[src/rtl/pwm_multichannel_core_if.sv]
`default_nettype none
// ============================================================================
// Module      : pwm_multichannel_core_if
// Description : Register-write bus from the register decode block into the
//               multichannel PWM core (strobe, channel, select, data).
// Revision    : 1.0 - initial release
// ============================================================================
interface pwm_multichannel_core_if #(
  parameter int CH_IDX_W  = 2,
  parameter int CNT_WIDTH = 16
);
  logic                 i_wr_en;
  logic [CH_IDX_W-1:0]  i_wr_ch;
  logic [2:0]           i_wr_sel;
  logic [CNT_WIDTH-1:0] i_wr_data;

  // Register decode side drives the bus
  modport master (output i_wr_en, i_wr_ch, i_wr_sel, i_wr_data);
  // PWM core side consumes the bus
  modport slave  (input  i_wr_en, i_wr_ch, i_wr_sel, i_wr_data);
endinterface
`default_nettype wire

[src/rtl/pwm_multichannel_core.sv]
`default_nettype none
// ============================================================================
// Module      : pwm_multichannel_core
// Description : CH_COUNT-channel PWM core. Each channel has an up/down/
//               up-down/hold period counter, two compare outputs, a sync/
//               phase chain from channel k-1 and a shared latched trip.
//               Define PWM_SHADOW_EN to double-buffer PERIOD/CMPA/CMPB/PHASE
//               (load at counter zero event); otherwise writes hit the
//               active registers directly.
// Revision    : 1.0 - initial release
// ============================================================================
module pwm_multichannel_core #(
  parameter int CH_COUNT  = 3,
  parameter int CNT_WIDTH = 16
) (
  input  wire logic                          clk,
  input  wire logic                          rst_n,
  pwm_multichannel_core_if.slave             wr_bus,
  input  wire logic                          i_sync_in,
  input  wire logic                          i_trip,
  output logic [CH_COUNT-1:0]                o_pwm_a,
  output logic [CH_COUNT-1:0]                o_pwm_b,
  output logic [CH_COUNT-1:0]                o_sync,
  output logic [CH_COUNT-1:0]                o_trip,
  output logic [CH_COUNT*CNT_WIDTH-1:0]      o_counter
);

  localparam int CH_IDX_W = (CH_COUNT > 1) ? $clog2(CH_COUNT) : 1;

  localparam logic [2:0] SEL_CTRL     = 3'd0;
  localparam logic [2:0] SEL_PERIOD   = 3'd1;
  localparam logic [2:0] SEL_CMPA     = 3'd2;
  localparam logic [2:0] SEL_CMPB     = 3'd3;
  localparam logic [2:0] SEL_PHASE    = 3'd4;
  localparam logic [2:0] SEL_TRIP_CLR = 3'd5;

  localparam logic [1:0] MODE_UP   = 2'b00;
  localparam logic [1:0] MODE_DOWN = 2'b01;
  localparam logic [1:0] MODE_UPDN = 2'b10;

  localparam logic DIR_UP   = 1'b0;
  localparam logic DIR_DOWN = 1'b1;

  localparam logic [CNT_WIDTH-1:0] CNT_ONE = CNT_WIDTH'(1);

  // CTRL field view of the write data; narrow counters zero-extend it
  logic [4:0] ctrl_wr;
  if (CNT_WIDTH >= 5) begin : g_ctrl_wide
    assign ctrl_wr = wr_bus.i_wr_data[4:0];
  end else begin : g_ctrl_narrow
    assign ctrl_wr = 5'(wr_bus.i_wr_data);
  end

  // Two-flop synchroniser for the asynchronous trip request
  logic trip_meta_q, trip_meta_d, trip_sync_q, trip_sync_d;

  // Trip synchroniser next-state
  always_comb begin
    trip_meta_d = i_trip;
    trip_sync_d = trip_meta_q;
  end

  // Trip synchroniser registers
  always_ff @(posedge clk or negedge rst_n) begin
    if (!rst_n) begin
      trip_meta_q <= 1'b0;
      trip_sync_q <= 1'b0;
    end else begin
      trip_meta_q <= trip_meta_d;
      trip_sync_q <= trip_sync_d;
    end
  end

  for (genvar k = 0; k < CH_COUNT; k++) begin : g_ch
    logic [4:0]           ctrl_q, ctrl_d;
    logic [CNT_WIDTH-1:0] cnt_q, cnt_d;
    logic [CNT_WIDTH-1:0] per_q, per_d, cmpa_q, cmpa_d;
    logic [CNT_WIDTH-1:0] cmpb_q, cmpb_d, phase_q, phase_d;
    logic                 dir_q, dir_d;
    logic                 pwm_a_q, pwm_a_d, pwm_b_q, pwm_b_d;
    logic                 sync_q, sync_d, trip_q, trip_d;
    logic                 wr_hit, en, zero_ev, sync_src, go_up;
    logic [1:0]           mode;
    logic [CNT_WIDTH-1:0] phase_clamp;
`ifdef PWM_SHADOW_EN
    logic [CNT_WIDTH-1:0] sh_per_q, sh_per_d, sh_cmpa_q, sh_cmpa_d;
    logic [CNT_WIDTH-1:0] sh_cmpb_q, sh_cmpb_d, sh_phase_q, sh_phase_d;
`endif

    if (k == 0) begin : g_src_ext
      assign sync_src = i_sync_in;
    end else begin : g_src_chain
      assign sync_src = o_sync[k-1];
    end

    // Out-of-range channel numbers never match any k, so they are dropped
    assign wr_hit      = wr_bus.i_wr_en && (wr_bus.i_wr_ch == CH_IDX_W'(k));
    assign en          = ctrl_q[0];
    assign mode        = ctrl_q[2:1];
    assign zero_ev     = en && (cnt_q == '0);
    assign phase_clamp = (phase_q < per_q) ? phase_q : per_q;

    // Counter and direction next-state; phase load beats counting and hold
    always_comb begin
      cnt_d = cnt_q;
      dir_d = dir_q;
      go_up = 1'b0;
      if (!en) begin
        cnt_d = '0;
        dir_d = DIR_UP;
      end else if (ctrl_q[3] && sync_src) begin
        cnt_d = phase_clamp;
        if (mode == MODE_UPDN) dir_d = ctrl_q[4];
      end else begin
        case (mode)
          MODE_UP:   cnt_d = (cnt_q >= per_q) ? '0 : cnt_q + CNT_ONE;
          MODE_DOWN: cnt_d = (cnt_q == '0) ? per_q : cnt_q - CNT_ONE;
          MODE_UPDN: begin
            if (per_q == '0) begin
              cnt_d = '0;
              dir_d = DIR_UP;
            end else begin
              // Bottom always turns upward; top (or above) always turns down
              go_up = ((dir_q == DIR_UP) && (cnt_q < per_q)) || (cnt_q == '0);
              cnt_d = go_up ? cnt_q + CNT_ONE : cnt_q - CNT_ONE;
              dir_d = ((go_up && (cnt_d < per_q)) || (cnt_d == '0)) ? DIR_UP : DIR_DOWN;
            end
          end
          default: cnt_d = cnt_q;
        endcase
      end
    end

    // Register file next-state: CTRL direct, others shadowed or direct
    always_comb begin
      ctrl_d = (wr_hit && (wr_bus.i_wr_sel == SEL_CTRL)) ? ctrl_wr : ctrl_q;
`ifdef PWM_SHADOW_EN
      sh_per_d   = (wr_hit && (wr_bus.i_wr_sel == SEL_PERIOD)) ? wr_bus.i_wr_data : sh_per_q;
      sh_cmpa_d  = (wr_hit && (wr_bus.i_wr_sel == SEL_CMPA))   ? wr_bus.i_wr_data : sh_cmpa_q;
      sh_cmpb_d  = (wr_hit && (wr_bus.i_wr_sel == SEL_CMPB))   ? wr_bus.i_wr_data : sh_cmpb_q;
      sh_phase_d = (wr_hit && (wr_bus.i_wr_sel == SEL_PHASE))  ? wr_bus.i_wr_data : sh_phase_q;
      // Load uses the pre-edge shadow, so a same-edge write waits one period
      if (!en || zero_ev) begin
        per_d   = sh_per_q;
        cmpa_d  = sh_cmpa_q;
        cmpb_d  = sh_cmpb_q;
        phase_d = sh_phase_q;
      end else begin
        per_d   = per_q;
        cmpa_d  = cmpa_q;
        cmpb_d  = cmpb_q;
        phase_d = phase_q;
      end
`else
      per_d   = (wr_hit && (wr_bus.i_wr_sel == SEL_PERIOD)) ? wr_bus.i_wr_data : per_q;
      cmpa_d  = (wr_hit && (wr_bus.i_wr_sel == SEL_CMPA))   ? wr_bus.i_wr_data : cmpa_q;
      cmpb_d  = (wr_hit && (wr_bus.i_wr_sel == SEL_CMPB))   ? wr_bus.i_wr_data : cmpb_q;
      phase_d = (wr_hit && (wr_bus.i_wr_sel == SEL_PHASE))  ? wr_bus.i_wr_data : phase_q;
`endif
    end

    // Trip flag (set beats clear) and registered compare/sync outputs
    always_comb begin
      if (trip_sync_q)
        trip_d = 1'b1;
      else if (wr_hit && (wr_bus.i_wr_sel == SEL_TRIP_CLR))
        trip_d = 1'b0;
      else
        trip_d = trip_q;
      // Gate with the incoming flag so outputs drop on the edge it sets
      pwm_a_d = en && !trip_d && (cnt_q < cmpa_q);
      pwm_b_d = en && !trip_d && (cnt_q < cmpb_q);
      sync_d  = zero_ev;
    end

    // Channel state registers
    always_ff @(posedge clk or negedge rst_n) begin
      if (!rst_n) begin
        ctrl_q     <= '0;
        cnt_q      <= '0;
        dir_q      <= DIR_UP;
        per_q      <= '0;
        cmpa_q     <= '0;
        cmpb_q     <= '0;
        phase_q    <= '0;
        pwm_a_q    <= 1'b0;
        pwm_b_q    <= 1'b0;
        sync_q     <= 1'b0;
        trip_q     <= 1'b0;
`ifdef PWM_SHADOW_EN
        sh_per_q   <= '0;
        sh_cmpa_q  <= '0;
        sh_cmpb_q  <= '0;
        sh_phase_q <= '0;
`endif
      end else begin
        ctrl_q     <= ctrl_d;
        cnt_q      <= cnt_d;
        dir_q      <= dir_d;
        per_q      <= per_d;
        cmpa_q     <= cmpa_d;
        cmpb_q     <= cmpb_d;
        phase_q    <= phase_d;
        pwm_a_q    <= pwm_a_d;
        pwm_b_q    <= pwm_b_d;
        sync_q     <= sync_d;
        trip_q     <= trip_d;
`ifdef PWM_SHADOW_EN
        sh_per_q   <= sh_per_d;
        sh_cmpa_q  <= sh_cmpa_d;
        sh_cmpb_q  <= sh_cmpb_d;
        sh_phase_q <= sh_phase_d;
`endif
      end
    end

    assign o_pwm_a[k]                          = pwm_a_q;
    assign o_pwm_b[k]                          = pwm_b_q;
    assign o_sync[k]                           = sync_q;
    assign o_trip[k]                           = trip_q;
    assign o_counter[k*CNT_WIDTH +: CNT_WIDTH] = cnt_q;
  end

endmodule
`default_nettype wire
[src/flat_wrapper.sv]
// flat-port wrapper written by rule: the top's interface ports become plain ports
module pwm_multichannel_core_flat 
#(
  parameter int CH_COUNT  = 3,
  parameter int CNT_WIDTH = 16
)
  (clk, rst_n, i_sync_in, i_trip, o_pwm_a, o_pwm_b, o_sync, o_trip, o_counter, wr_bus_i_wr_en, wr_bus_i_wr_ch, wr_bus_i_wr_sel, wr_bus_i_wr_data);
  pwm_multichannel_core_if #(.CNT_WIDTH(CNT_WIDTH)) wr_bus_i ();
  input  wire logic clk;
  input  wire logic rst_n;
  input  wire logic i_sync_in;
  input  wire logic i_trip;
  output logic [CH_COUNT-1:0] o_pwm_a;
  output logic [CH_COUNT-1:0] o_pwm_b;
  output logic [CH_COUNT-1:0] o_sync;
  output logic [CH_COUNT-1:0] o_trip;
  output logic [CH_COUNT*CNT_WIDTH-1:0] o_counter;
  input wire logic [$bits(wr_bus_i.i_wr_en)-1:0] wr_bus_i_wr_en;
  input wire logic [$bits(wr_bus_i.i_wr_ch)-1:0] wr_bus_i_wr_ch;
  input wire logic [$bits(wr_bus_i.i_wr_sel)-1:0] wr_bus_i_wr_sel;
  input wire logic [$bits(wr_bus_i.i_wr_data)-1:0] wr_bus_i_wr_data;
  assign wr_bus_i.i_wr_en = wr_bus_i_wr_en;
  assign wr_bus_i.i_wr_ch = wr_bus_i_wr_ch;
  assign wr_bus_i.i_wr_sel = wr_bus_i_wr_sel;
  assign wr_bus_i.i_wr_data = wr_bus_i_wr_data;
  pwm_multichannel_core #(.CH_COUNT(CH_COUNT), .CNT_WIDTH(CNT_WIDTH)) u_core (.clk(clk), .rst_n(rst_n), .wr_bus(wr_bus_i), .i_sync_in(i_sync_in), .i_trip(i_trip), .o_pwm_a(o_pwm_a), .o_pwm_b(o_pwm_b), .o_sync(o_sync), .o_trip(o_trip), .o_counter(o_counter));
endmodule
[config.mk]
export PLATFORM = sky130hd
export DESIGN_NAME = pwm_multichannel_core_flat
export DESIGN_NICKNAME = d
export VERILOG_FILES = /design/src/rtl/pwm_multichannel_core_if.sv /design/src/rtl/pwm_multichannel_core.sv /design/src/flat_wrapper.sv
export SDC_FILE = /design/constraint.sdc
export NUM_CORES = 1
export LEC_CHECK = 0
export CELL_PAD_IN_SITES_DETAIL_PLACEMENT = 0
export CELL_PAD_IN_SITES_GLOBAL_PLACEMENT = 1
export CORE_MARGIN = 10
export CORE_UTILIZATION = 49
export CTS_CLUSTER_DIAMETER = 30
export DETAILED_ROUTE_END_ITERATION = 12
export PLACE_DENSITY_LB_ADDON = 0.1
export SKIP_CTS_REPAIR_TIMING = 1
export SYNTH_ARGS = -nofsm -noshare
export SYNTH_HDL_FRONTEND = slang
export SYNTH_SLANG_ARGS = --single-unit
export TNS_END_PERCENT = 10
[constraint.sdc]
create_clock -name clk -period 4.85 [get_ports clk]
set_input_delay 0.97 -clock clk [delete_from_list [all_inputs] [get_ports clk]]
set_output_delay 0.97 -clock clk [all_outputs]
set_load 0.03 [all_outputs]
# == Word level (Yosys, flattened, before mapping) ==
# Cells that the tools add are included.
# totals
ramBits,0
mem_bits_ro,0
n_memories,0
latchBits,0
word_cells,194
reg_bits,272
# classes
eq_ne,19
n_bitwise,3
multipliers,0
reduce_logical,65
addsub,6
order_cmp,18
n_mux,48
shift,0
n_div,0
# ops
operator,n
16-bit two-way mux,21
16-bit < comparator,15
16-bit logical NOT,9
16-bit case mux with 3 select lines,3
"16-bit by 1-bit adder with 16-bit output, second input constant",3
16-bit >= comparator,3
"16-bit by 1-bit subtractor with 16-bit output, second input constant",3
1-bit logical AND,42
1-bit two-way mux,24
"5-bit != test, second input constant",3
"2-bit by 1-bit equality test with 1-bit output, second input constant",4
"2-bit equality test, second input constant",4
2-bit logical NOT,4
"3-bit by 2-bit equality test with 1-bit output, second input constant",2
"3-bit equality test, second input constant",2
1-bit logical OR,6
"2-bit != test, second input constant",3
"3-bit by 1-bit equality test with 1-bit output, second input constant",1
1-bit logical NOT,3
3-bit logical NOT,1
1-bit inverter,3

# == Longest topological paths before layout ==
# logic_depth
word_depth,12
depth_mapped,21
mapped_depth_nobuf,19

# == Worst setup path before layout ==
# OpenSTA, ideal clock, no wires.
# synth_timing
kind,register -> register
start,reg u_core.g_ch[1].cnt_q[9]
end,reg u_core.g_ch[1].dir_q
slack_ns,0.851
n_path_buf,0
arrival_ns,3.879
synth_period_minus_slack_ns,3.999
setup_time_ns,0.120
stages_incl_launch_ff,18
t_required_ns,4.730
path_cell_list,dfrtp_1 -> ha_1 -> nand3_1 -> a2111oi_0 -> a211oi_2 -> nor2_2 -> mux2i_1 -> xor2_1 -> inv_1 -> ha_1 -> o21a_1 -> o21a_1 -> o21a_1 -> o21ai_0 -> nand2b_1 -> a21oi_1 -> o211ai_1 -> a31o_1
# synth_between
elab_chain_cells,12
# synth_lines
item,line,rtl
start: declaration,pwm_multichannel_core.sv:76,"logic [CNT_WIDTH-1:0] cnt_q, cnt_d;"
start signal: assignment,pwm_multichannel_core.sv:198,cnt_q <= cnt_d;
16-bit < comparator,pwm_multichannel_core.sv:124,go_up = ((dir_q == DIR_UP) && (cnt_q < per_q)) || (cnt_q == '0);
1-bit logical AND,pwm_multichannel_core.sv:124,
1-bit logical OR,pwm_multichannel_core.sv:124,
16-bit two-way mux,pwm_multichannel_core.sv:125,cnt_d = go_up ? cnt_q + CNT_ONE : cnt_q - CNT_ONE;
16-bit < comparator,pwm_multichannel_core.sv:126,dir_d = ((go_up && (cnt_d < per_q)) || (cnt_d == '0)) ? DIR_UP : DIR_DOWN;
1-bit logical AND,pwm_multichannel_core.sv:126,
1-bit logical OR (*),pwm_multichannel_core.sv:126,
1-bit two-way mux (*),pwm_multichannel_core.sv:126,
1-bit two-way mux (*),pwm_multichannel_core.sv:119,if (per_q == '0) begin
1-bit two-way mux (*),pwm_multichannel_core.sv:115,case (mode)
1-bit two-way mux (*),pwm_multichannel_core.sv:111,end else if (ctrl_q[3] && sync_src) begin
1-bit two-way mux (*),pwm_multichannel_core.sv:108,if (!en) begin
end signal: assignment,pwm_multichannel_core.sv:199,dir_q <= dir_d;
end: declaration,pwm_multichannel_core.sv:79,"logic dir_q, dir_d;"
# Every way passes the cells marked *; elsewhere a longest branch is shown, timed or not. The select of a mux whose other input is x is not followed.
# A chain may end at the register's enable or synchronous reset.

# == Final worst setup path ==
# layout_timing
start,reg u_core.g_ch[1].per_q[10]
end,reg u_core.g_ch[1].dir_q
# layout_between
elab_chain_cells,12
# layout_lines
item,line,rtl
start: declaration,pwm_multichannel_core.sv:77,"logic [CNT_WIDTH-1:0] per_q, per_d, cmpa_q, cmpa_d;"
start signal: assignment,pwm_multichannel_core.sv:200,per_q <= per_d;
16-bit < comparator,pwm_multichannel_core.sv:124,
1-bit logical AND,pwm_multichannel_core.sv:124,
1-bit logical OR,pwm_multichannel_core.sv:124,
16-bit two-way mux,pwm_multichannel_core.sv:125,
16-bit < comparator,pwm_multichannel_core.sv:126,
1-bit logical AND,pwm_multichannel_core.sv:126,
1-bit logical OR,pwm_multichannel_core.sv:126,
1-bit two-way mux,pwm_multichannel_core.sv:126,
1-bit two-way mux (*),pwm_multichannel_core.sv:119,
1-bit two-way mux (*),pwm_multichannel_core.sv:115,
1-bit two-way mux (*),pwm_multichannel_core.sv:111,
1-bit two-way mux (*),pwm_multichannel_core.sv:108,
# Marks and branches as above.

==> flow_metrics.env <==
export IMPL_ant_nets=0
export IMPL_routed_wl_mm=75.4
export IMPL_end_kind="flip-flop"
export IMPL_critPathRequiredTime_ps=5320
export IMPL_yosysWarnings=0
export IMPL_clk_latency_ps=600
export IMPL_ys_dominant_reg_cell="dfrtp_1"
export IMPL_syn_nets=2566
export IMPL_max_freq_mhz=218
export IMPL_finClkSkew_ps=25.8
export IMPL_final_nets=2670
export IMPL_drv_slew=0
export IMPL_grt_pass1_vias=18500
export IMPL_clock_sinks=272
export IMPL_hold_viol=0
export IMPL_wl_met2_mm=32.4
export IMPL_dr_pass1_iters=6
export IMPL_met1_length_mm=35.1
export IMPL_place_inst=2858
export IMPL_rsz0062_at_grt="false"
export IMPL_drive_gt1_share_pct=16.5
export IMPL_startpoint_type="flip-flop"
export IMPL_drc=0
export IMPL_setup_viol=0
export IMPL_cts_tree="yes"
export IMPL_syn_instance_count=2291
export IMPL_grt_overflow=0
export IMPL_gp_congestion=0.980
export IMPL_area_growth_pct=20.5
export IMPL_fillers=3656
export IMPL_tightest_slew_ps=1180
export IMPL_yosys_top_cells_area="dfrtp_1 (32%), ha_1 (15%), mux2_2 (8.8%), nand2_1 (3.3%), mux2i_1 (3.2%)"
export IMPL_die_h_um=227
export IMPL_hpwl_mm=54.5
export IMPL_grt_max_degree=102
export IMPL_synth_seq_cells=272
export IMPL_coreArea_um2=42100
export IMPL_cts_root_buf="clkbuf_16"
export IMPL_fin_cells=2994
export IMPL_io_buffers=85
export IMPL_drt_iter0_drc=1873
export IMPL_yosysUniqueCellTypes=83
export IMPL_hold_class="input port to asynchronous set/reset pin"
export IMPL_worstPathArrival_ps=5060
export IMPL_vias=18600
export IMPL_vdd_drop_max_v=0.000715
export IMPL_p_leak_nw=11.9
export IMPL_netlist_area_um2=21000
export IMPL_wire_per_inst_um=25.2
export IMPL_crit_type="flip-flop to flip-flop"
export IMPL_seq_area_frac_synth_pct=32.5
export IMPL_num_io_pins=86
export IMPL_rows=75
export IMPL_cp_max_fo=15
export IMPL_p_per_area_nw_per_um2=640
export IMPL_status="completed"
export IMPL_tns_ps=0
export IMPL_finalCritPeriodShare_pct=94.8
export IMPL_diodes=0
export IMPL_maxCapViolCount=0
export IMPL_h_tree_depth=3
export IMPL_synth_largest_area_cell="dfrtp_1"
export IMPL_start_util_pct=49.7
export IMPL_synth_avg_cell_area_um2=9.15
export IMPL_grt_use_total_pct=29.3
export IMPL_die_area_um2=51400
export IMPL_fin_crit_ps=4600
export IMPL_synth_edf_count=0
export IMPL_synth_top_area_share_pct=32.5
export IMPL_routed_wl_met3_mm=5.86
export IMPL_chipWidth_um=227
export IMPL_antenna_found_initial=4
export IMPL_clk_path_buf_depth=3
export IMPL_cts_clk_slew_worst_paths_ps=50
export IMPL_slew_headroom_pct=21.2
export IMPL_viasPerCell=6.21
export IMPL_grt_pass1_wl_mm=115
export IMPL_numCtsBuffers=74
export IMPL_top_layer="met5"
export IMPL_async_flop_share_pct=100
registers in the layout (all words and copies together), names as in the netlist, 15 cells and up:
name / cells
u_core.g_ch.cmpa_q: 48
u_core.g_ch.cmpb_q: 48
u_core.g_ch.cnt_q: 48
u_core.g_ch.per_q: 48
u_core.g_ch.phase_q: 48
u_core.g_ch.ctrl_q: 15
cells by family (layout without fill, tap and decap cells):
kind of cell               after synthesis  count (layout)  synth area share, %
and+or+nand+nor                        607             607                 14.4
AOI/OAI and AO/OA                      530             530                 16.3
buffers and inverters                  307             471                 5.97
DFF                                    272             272                 32.5
adders and majority gates              249             249                 14.9
muxes                                  232             232                 12.1
xor gates and xnor gates                94              94                 3.93
synth_stat cells, types with 18 or more instances:
cell type	n
o21a_1	19
ha_1	249
nand4_1	36
o221ai_1	18
o21ai_0	127
dfrtp_1	272
xnor2_1	53
a21o_1	46
nand3_1	62
mux2_2	164
xor2_1	41
mux2i_1	67
nand2_1	187
nor2_1	128
o211ai_1	26
o22ai_1	18
a21oi_1	127
nor4_1	38
clkbuf_1	102
inv_1	171
nor3_1	45
a211oi_1	18
final timing paths:
path                                          start                       end  slack, ps  cells after the start
max                        u_core.g_ch[1].per_q[10]      u_core.g_ch[1].dir_q        250                     18
min                                           rst_n      u_core.g_ch[2].dir_q        340                      1
max reg2reg                u_core.g_ch[1].per_q[10]      u_core.g_ch[1].dir_q        250                     18
min reg2reg                      u_core.trip_meta_q        u_core.trip_sync_q        440                      0
max in group asynchronous                     rst_n  u_core.g_ch[1].cmpa_q[0]       3310                      2
min in group clk                 u_core.trip_meta_q        u_core.trip_sync_q        440                      0
cell type report:
| cell class | count | area, um2 | share of cell area, % |
|---|---|---|---|
| inverters | 171 | 642 | 2.54 |
| multi-input cells | 1712 | 12900 | 51.2 |
| clock buffers | 90 | 2040 | 8.10 |
| flip-flops and latches | 272 | 6810 | 27.0 |
| well taps | 539 | 674 | 2.67 |
| repair buffers | 164 | 1460 | 5.79 |
| clock inverters | 46 | 692 | 2.74 |
placed cells by master (no fill, tap or decap), types with 11 or more instances in the layout:
cell             instances
nand3_1                 62
nor4_1                  37
ha_1                   249
o21a_1                  19
o221ai_1                17
buf_4                   78
clkdlybuf4s50_1         84
clkinvlp_4              12
mux2_2                 164
a21oi_1                125
nand2_1                187
a211oi_1                18
mux2i_1                 67
nand2b_1                13
and3_1                  12
inv_1                  171
o22ai_1                 18
clkbuf_16               76
a21o_1                  46
dfrtp_1                272
nor2_1                 126
a31oi_1                 13
xor2_1                  41
o21ai_1                 14
o21ai_0                127
nor2b_1                 17
nor3_1                  45
a22oi_1                 13
xnor2_1                 53
nand4_1                 36
a221oi_1                13
o31ai_1                 11
bufinv_16               14
o211ai_1                26
stage by stage:
stage                     setup slack, ps  total power [mW]  cell area (um2)  hold slack, ps  utilization [%]
after floorplan                       851              8.34            21000             331                -
after global placement                526              10.6            22500             431             53.4
after detailed placement              405              10.7            22500             428             53.4
after CTS                             369              16.1            25300             390             59.9
after global routing                 61.6              17.1            25300             398             59.9
final                                 254              16.2            25300             342             59.9
critical path, stage by stage, from the launching register on:
cell and delay (ps):
dfrtp_1 410, inv_1 110, ha_1 320, and4_1 190, a2111oi_0 560, o31ai_1 220, a211oi_2 420, nor2_2 160
buf_4 240, a22oi_1 350, xnor2_1 170, ha_1 250, o21a_1 110, o21a_1 160, o21ai_0 150, nand2b_1 80
a21oi_1 200, o211ai_1 140, a31o_1 240
routing by layer:
metal	up-vias	global-route usage [%]
met1	9179	41.7
li1	8526	-
met3	138	5.58
met5	-	0
met2	753	43.7
met4	6	9.37
power breakdown:
part	internal (mW)	switching (mW)	leakage, nW
Combinational	2.90	4.80	7.12
Sequential	2.72	0.423	3.46
Clock	3.75	1.58	1.30
Note: power is estimated with default switching activity, not from simulation.
